===== config.mk =====
export PLATFORM = sky130hd
export DESIGN_NAME = hamming_secded_stream_flat
export DESIGN_NICKNAME = d
export VERILOG_FILES = /design/src/rtl/hamming_secded_stream_if.sv /design/src/rtl/hamming_secded_stream.sv /design/src/flat_wrapper.sv
export SDC_FILE = /design/constraint.sdc
export NUM_CORES = 1
export LEC_CHECK = 0
export CAP_MARGIN = 25
export CORE_MARGIN = 5
export CORE_UTILIZATION = 38
export DETAILED_ROUTE_END_ITERATION = 10
export PLACE_DENSITY_LB_ADDON = 0.05
export SLEW_MARGIN = 0
export SYNTH_ARGS = -nofsm -noshare
export SYNTH_HDL_FRONTEND = slang
export SYNTH_SLANG_ARGS = --single-unit

===== constraint.sdc =====
create_clock -name clk -period 2.2 [get_ports clk]
set_input_delay 0.66 -clock clk [delete_from_list [all_inputs] [get_ports clk]]
set_output_delay 0.66 -clock clk [all_outputs]
set_load 0.005 [all_outputs]

===== src/rtl/hamming_secded_stream_if.sv =====
`default_nettype none
`timescale 1ns/1ps
// ---------------------------------------------------------------------------
// hamming_secded_stream_if : stream, result and statistics bundle for the
//                            SECDED codec (master = producer/consumer side)
// Revision : 1.0  initial release
// ---------------------------------------------------------------------------
interface hamming_secded_stream_if #(
  parameter int DATA_W = 4,
  parameter int CNT_W  = 8
);
  localparam int PAR_W  = (DATA_W <= 4) ? 3 : (DATA_W <= 11) ? 4 : 5;
  localparam int CODE_W = DATA_W + PAR_W + 1;

  logic              in_valid;
  logic              in_ready;
  logic              in_mode;
  logic [CODE_W-1:0] in_data;
  logic              out_valid;
  logic              out_ready;
  logic [CODE_W-1:0] out_data;
  logic [PAR_W-1:0]  out_syndrome;
  logic [1:0]        out_err;
  logic              cnt_clr;
  logic [CNT_W-1:0]  corr_cnt;
  logic [CNT_W-1:0]  uncorr_cnt;

  modport master (
    output in_valid, in_mode, in_data, out_ready, cnt_clr,
    input  in_ready, out_valid, out_data, out_syndrome, out_err, corr_cnt, uncorr_cnt
  );

  modport slave (
    input  in_valid, in_mode, in_data, out_ready, cnt_clr,
    output in_ready, out_valid, out_data, out_syndrome, out_err, corr_cnt, uncorr_cnt
  );
endinterface
`default_nettype wire


===== src/rtl/hamming_secded_stream.sv =====
`default_nettype none
`timescale 1ns/1ps
// ---------------------------------------------------------------------------
// hamming_secded_stream : two-stage streaming SECDED encoder/decoder with
//                         per-word mode; ERR_CNT_EN adds error counters
// Revision : 1.0  initial release
// ---------------------------------------------------------------------------
module hamming_secded_stream #(
  parameter int DATA_W = 4,
  parameter int CNT_W  = 8
) (
  input  wire                     clk,
  input  wire                     rst_n,
  hamming_secded_stream_if.slave  bus
);
  localparam int PAR_W  = (DATA_W <= 4) ? 3 : (DATA_W <= 11) ? 4 : 5;
  localparam int CODE_W = DATA_W + PAR_W + 1;
  localparam int DIDX_W = $clog2(DATA_W);

  // Data bits occupy the non-power-of-two positions above bit 0, d0 lowest.
  function automatic logic [CODE_W-1:0] f_encode(input logic [DATA_W-1:0] d);
    logic [CODE_W-1:0] cw;
    logic [PAR_W-1:0]  syn;
    int                j;
    int                p;
    cw  = '0;
    syn = '0;
    j   = 0;
    for (int pos = 1; pos < CODE_W; pos++) begin
      if ((pos & (pos - 1)) != 0) begin
        cw[pos[PAR_W-1:0]] = d[j[DIDX_W-1:0]];
        if (d[j[DIDX_W-1:0]])
          syn = syn ^ pos[PAR_W-1:0];
        j++;
      end
    end
    for (int k = 0; k < PAR_W; k++) begin
      p = 1 << k;
      cw[p[PAR_W-1:0]] = syn[k];
    end
    cw[0] = ^cw[CODE_W-1:1];
    return cw;
  endfunction

  function automatic logic [CODE_W-1:0] f_extract(input logic [CODE_W-1:0] cw);
    logic [DATA_W-1:0] d;
    int                j;
    d = '0;
    j = 0;
    for (int pos = 1; pos < CODE_W; pos++) begin
      if ((pos & (pos - 1)) != 0) begin
        d[j[DIDX_W-1:0]] = cw[pos[PAR_W-1:0]];
        j++;
      end
    end
    return {{(CODE_W-DATA_W){1'b0}}, d};
  endfunction

  logic              r_s1_valid;
  logic              r_s1_mode;
  logic [CODE_W-1:0] r_s1_data;
  logic              r_out_valid;
  logic [CODE_W-1:0] r_out_data;
  logic [PAR_W-1:0]  r_out_syndrome;
  logic [1:0]        r_out_err;

  logic              w_s2_load;
  logic              w_in_ready;
  logic [PAR_W-1:0]  w_syn;
  logic              w_ov;
  logic              w_in_range;
  logic [CODE_W-1:0] w_flipped;
  logic [CODE_W-1:0] w_res_data;
  logic [PAR_W-1:0]  w_res_syn;
  logic [1:0]        w_res_err;

  assign w_s2_load  = !r_out_valid || bus.out_ready;
  assign w_in_ready = !r_s1_valid || w_s2_load;

  always_comb begin
    w_syn = '0;
    for (int pos = 1; pos < CODE_W; pos++) begin
      if (r_s1_data[pos[PAR_W-1:0]])
        w_syn = w_syn ^ pos[PAR_W-1:0];
    end
    w_ov = ^r_s1_data;
  end

  // A syndrome naming a position outside the codeword cannot be corrected.
  always_comb begin
    w_flipped  = r_s1_data;
    w_in_range = 1'b0;
    for (int pos = 1; pos < CODE_W; pos++) begin
      if (int'(w_syn) == pos) begin
        w_flipped[pos[PAR_W-1:0]] = ~r_s1_data[pos[PAR_W-1:0]];
        w_in_range                = 1'b1;
      end
    end
  end

  always_comb begin
    w_res_data = '0;
    w_res_syn  = '0;
    w_res_err  = 2'b00;
    if (!r_s1_mode) begin
      w_res_data = f_encode(r_s1_data[DATA_W-1:0]);
    end else begin
      w_res_syn = w_syn;
      if (w_syn == '0) begin
        w_res_err  = w_ov ? 2'b01 : 2'b00;
        w_res_data = f_extract(r_s1_data);
      end else if (w_ov && w_in_range) begin
        w_res_err  = 2'b01;
        w_res_data = f_extract(w_flipped);
      end else begin
        w_res_err  = 2'b10;
        w_res_data = f_extract(r_s1_data);
      end
    end
  end

  always_ff @(posedge clk or negedge rst_n) begin
    if (!rst_n) begin
      r_s1_valid <= 1'b0;
      r_s1_mode  <= 1'b0;
      r_s1_data  <= '0;
    end else if (w_in_ready) begin
      r_s1_valid <= bus.in_valid;
      if (bus.in_valid) begin
        r_s1_mode <= bus.in_mode;
        r_s1_data <= bus.in_data;
      end
    end
  end

  always_ff @(posedge clk or negedge rst_n) begin
    if (!rst_n) begin
      r_out_valid    <= 1'b0;
      r_out_data     <= '0;
      r_out_syndrome <= '0;
      r_out_err      <= 2'b00;
    end else if (w_s2_load) begin
      r_out_valid <= r_s1_valid;
      if (r_s1_valid) begin
        r_out_data     <= w_res_data;
        r_out_syndrome <= w_res_syn;
        r_out_err      <= w_res_err;
      end
    end
  end

  assign bus.in_ready     = w_in_ready;
  assign bus.out_valid    = r_out_valid;
  assign bus.out_data     = r_out_data;
  assign bus.out_syndrome = r_out_syndrome;
  assign bus.out_err      = r_out_err;

`ifdef ERR_CNT_EN
  logic [CNT_W-1:0] r_corr_cnt;
  logic [CNT_W-1:0] r_uncorr_cnt;
  logic             w_xfer;

  assign w_xfer = r_out_valid && bus.out_ready;

  always_ff @(posedge clk or negedge rst_n) begin
    if (!rst_n) begin
      r_corr_cnt   <= '0;
      r_uncorr_cnt <= '0;
    end else if (bus.cnt_clr) begin
      r_corr_cnt   <= '0;
      r_uncorr_cnt <= '0;
    end else if (w_xfer) begin
      if (r_out_err == 2'b01 && r_corr_cnt != '1)
        r_corr_cnt <= r_corr_cnt + 1'b1;
      if (r_out_err == 2'b10 && r_uncorr_cnt != '1)
        r_uncorr_cnt <= r_uncorr_cnt + 1'b1;
    end
  end

  assign bus.corr_cnt   = r_corr_cnt;
  assign bus.uncorr_cnt = r_uncorr_cnt;
`else
  logic w_unused;
  assign w_unused       = bus.cnt_clr;
  assign bus.corr_cnt   = '0;
  assign bus.uncorr_cnt = '0;
`endif

endmodule
`default_nettype wire


===== src/flat_wrapper.sv =====
// flat-port wrapper written by rule: the top's interface ports become plain ports
module hamming_secded_stream_flat 
#(
  parameter int DATA_W = 4,
  parameter int CNT_W  = 8
)
  (clk, rst_n, bus_in_valid, bus_in_mode, bus_in_data, bus_out_ready, bus_cnt_clr, bus_in_ready, bus_out_valid, bus_out_data, bus_out_syndrome, bus_out_err, bus_corr_cnt, bus_uncorr_cnt);
  hamming_secded_stream_if #(.DATA_W(DATA_W), .CNT_W(CNT_W)) bus_i ();
  input  wire clk;
  input  wire rst_n;
  input wire logic [$bits(bus_i.in_valid)-1:0] bus_in_valid;
  input wire logic [$bits(bus_i.in_mode)-1:0] bus_in_mode;
  input wire logic [$bits(bus_i.in_data)-1:0] bus_in_data;
  input wire logic [$bits(bus_i.out_ready)-1:0] bus_out_ready;
  input wire logic [$bits(bus_i.cnt_clr)-1:0] bus_cnt_clr;
  output wire logic [$bits(bus_i.in_ready)-1:0] bus_in_ready;
  output wire logic [$bits(bus_i.out_valid)-1:0] bus_out_valid;
  output wire logic [$bits(bus_i.out_data)-1:0] bus_out_data;
  output wire logic [$bits(bus_i.out_syndrome)-1:0] bus_out_syndrome;
  output wire logic [$bits(bus_i.out_err)-1:0] bus_out_err;
  output wire logic [$bits(bus_i.corr_cnt)-1:0] bus_corr_cnt;
  output wire logic [$bits(bus_i.uncorr_cnt)-1:0] bus_uncorr_cnt;
  assign bus_i.in_valid = bus_in_valid;
  assign bus_i.in_mode = bus_in_mode;
  assign bus_i.in_data = bus_in_data;
  assign bus_i.out_ready = bus_out_ready;
  assign bus_i.cnt_clr = bus_cnt_clr;
  assign bus_in_ready = bus_i.in_ready;
  assign bus_out_valid = bus_i.out_valid;
  assign bus_out_data = bus_i.out_data;
  assign bus_out_syndrome = bus_i.out_syndrome;
  assign bus_out_err = bus_i.out_err;
  assign bus_corr_cnt = bus_i.corr_cnt;
  assign bus_uncorr_cnt = bus_i.uncorr_cnt;
  hamming_secded_stream #(.DATA_W(DATA_W), .CNT_W(CNT_W)) u_core (.clk(clk), .rst_n(rst_n), .bus(bus_i));
endmodule

==> flow_summary.ini <==
[outcome]
outcome = finished, final reports clean

[drt]
wl_per_cell_um = 12.6
vias_per_cell = 4.42
dr.pass1.iters = 4
drtIter0Drc = 13
wl_um = 2560
ant_nets = 0
drc = 0
vias = 902

[yosys]
seq_area_frac_synth_pct = 43.7
yosysWarnings = 0
postSynthCellCount = 127
synth.cell_area_sq_um = 1380
ys_ff_latch = 24
ys_types = 26
synth_area_per_cell_sq_um = 10.8

[timing]
setup_tns_ps = 0
max_freq_mhz = 467
fin_crit_ps = 2140
finalClockSkew_ps = 5.04
hold_violations = 0
layout_setup_ws_ps = 59.1
final_max_slew_viol_count = 0
finalSetupViolations = 0
rsz0062_at_grt = false
fin_crit_sh_pct = 97.3

[cells_and_area]
fin_nets = 173
n_fill_cell = 345
finalInstanceArea_sq_um = 1690
final_cells = 204
regArea_sq_um = 601
antenna_cells = 0
synthToLayoutAreaGrowth_pct = 22.9
multi_input_area_sq_um = 688
drive_gt1_share_pct = 16.5

[die]
die_h_um = 70.2
num_rows = 21
die_area_sq_um = 4920
die_w_um = 70.2
start_util_pct = 40.3
core_sq_um = 3420
ioPinCount = 45

[critical_path]
crit_path_end_kind = output pin
required_ps = 1540
critical_path.max_fanout = 2
critPathLaunchType = primary input
path_class = in2out
critPathSlowestCell = clkdlybuf4s50_1
crit_arrival_ps = 1480
worstPathCellList = clkdlybuf4s50_1 -> nand3b_1 -> clkdlybuf4s15_1
cpPeakStageDelay_ps = 410

[clock_tree]
cts-root-buf = clkbuf_4
clkTransAtPathRegs_ps = 130
insertion_delay_ps = 320
clock_sinks = 24
cts_tree = yes
cts_buffer_depth = 2
hold_buffers = 0
cts_buffers = 3
h-tree-depth = 1

[global_routing]
met2_usage_pct = 17.4
antenna_found_initial = 0
grt_max_degree = 25
grt_pass1_vias = 914
top_usage_layer = met2
met1_usage_pct = 13.8
grt_usage_pct = 10.8
grt_pass1_wl_um = 4260
use_met3_pct = 2.87
grt_overflow_total = 0

[pwr]
switching_share_pct = 34.1
clkPwrFrac_pct = 15.0
power_leakage_nw = 0.712
peakVddDrop_mv = 0.519
seq_power_share_pct = 40.8
finalPower_mw = 1.59
powerDensity_nw_per_um2 = 942
p_comb_share_pct = 44.2
p_sw_mw = 0.543
p_int_mw = 1.05

[placed_design]
pre_cts_slack_ps = -256
place.gp.congestion = 0.752
place_hpwl_um = 1960
dp_cells = 199
place.port_buffers = 27
place_area_sq_um = 1650

[run]
drv_cap = 0

[worst_hold_path]
hp-class = reg2reg
==> final timing paths <==
path	start	endpoint	slack [ps]	depth (start not counted)
max in group asynchronous	rst_n	u_core.bus.out_data[3]	1280	2
hold / removal	u_core.bus.out_data[7]	u_core.bus.out_data[7]	490	2
setup / recovery	bus_out_ready	bus_in_ready	60	3
setup reg to reg	u_core.r_s1_data[3]	u_core.bus.out_data[3]	420	5
hold reg to reg	u_core.bus.out_data[7]	u_core.bus.out_data[7]	490	2
min in group asynchronous	rst_n	u_core.bus.out_data[1]	690	2
==> area by class of cell <==
cell class / instances / share of cell area [%]
Multi-Input combinational cell: 98 / 40.7
Clock buffer: 4 / 2.15
Timing Repair Buffer: 32 / 18.2
Tap cell: 46 / 3.40
Sequential cell: 24 / 35.5
==> placed cells by master (no fill, tap or decap), types with 2 or more instances in the layout <==
cell type        Yosys  layout
clkdlybuf4s50_1      0      26
dfrtp_1             24      24
conb_1               1      16
nand2_1             14      14
xnor2_1             10      10
mux2_2               9       9
o21ai_0              9       9
xnor2_2              6       6
nand2b_1             5       5
nor2_1               5       5
buf_4               16       5
nor3b_1              3       3
xor2_1               3       3
a22oi_1              3       3
clkbuf_4             0       3
nor4_2               2       2
mux2i_1              2       2
a21oi_1              2       2
o21ai_1              2       2
==> synthesized netlist by cell type (all sizes together) <==
cell,instances,area (sq um)
nor3b,3,22.5
xor2,3,26.3
conb,1,3.75
mux2,9,101
clkbuf,3,11.3
dfrtp,24,601
buf,17,131
mux2i,2,20.0
or2b,1,7.51
a211oi,1,7.51
nor4,2,25.0
nand3b,1,7.51
o21ai,11,55.1
a21oi,2,10.0
a22oi,3,22.5
nor2,5,18.8
nand2b,5,31.3
a22o,1,8.76
nand4b,1,8.76
xnor2,16,185
nand2,14,52.6
nand3,1,5.00
and4bb,1,12.5
==> flip-flops by register name, indices dropped and copies added, names as in the netlist <==
signal / count
u_core.bus.out_data: 8
u_core.r_s1_valid: 1
u_core.bus.out_syndrome: 3
u_core.r_s1_data: 8
u_core.r_s1_mode: 1
u_core.bus.out_valid: 1
u_core.bus.out_err: 2
==> logic make-up (layout without fill, tap and decap cells) <==
logic type / after synthesis / count (layout) / synth area share (%)
DFF: 24 / 24 / 43.7
AOI/OAI and AO/OA: 18 / 18 / 7.55
other: 1 / 16 / 0.273
muxes: 11 / 11 / 8.83
buffers and inverters: 20 / 36 / 10.4
and+or+nand+nor: 34 / 34 / 13.9
xor gates and xnor gates: 19 / 19 / 15.4
==> critical path: cells and delay by family <==
kind	cells	cell delay, ps
buf+inv	2	630
simple gates	1	190
==> power groups by stage <==
stage | combinational [mW] | sequential (mW) | clock [mW]
2_1_floorplan | 0.460 | 0.639 | 0
3_3_place_gp | 0.698 | 0.656 | 0
3_5_place_dp | 0.709 | 0.661 | 0
4_1_cts | 0.711 | 0.651 | 0.249
5_1_grt | 0.767 | 0.665 | 0.260
6_report | 0.703 | 0.649 | 0.239
==> per-stage QoR <==
step	utilization, %	hold slack [ps]
after floorplan	-	364
after global placement	48.2	463
after detailed placement	48.2	469
after CTS	49.5	500
after global routing	49.5	537
final	49.5	489
==> per-layer routing <==
metal | wire, um | vias up
met3 | 169 | 2
met5 | 0 | -
met4 | 17 | 0
li1 | - | 458
met2 | 1150 | 28
met1 | 1230 | 414
==> repair_timing <==
item | CTS | global route
setup buffers | 1 | 0
setup endpoints to repair | 1 | 0
resized for setup | 2 | 0
No activity file was read; power rests on OpenSTA's default activity.
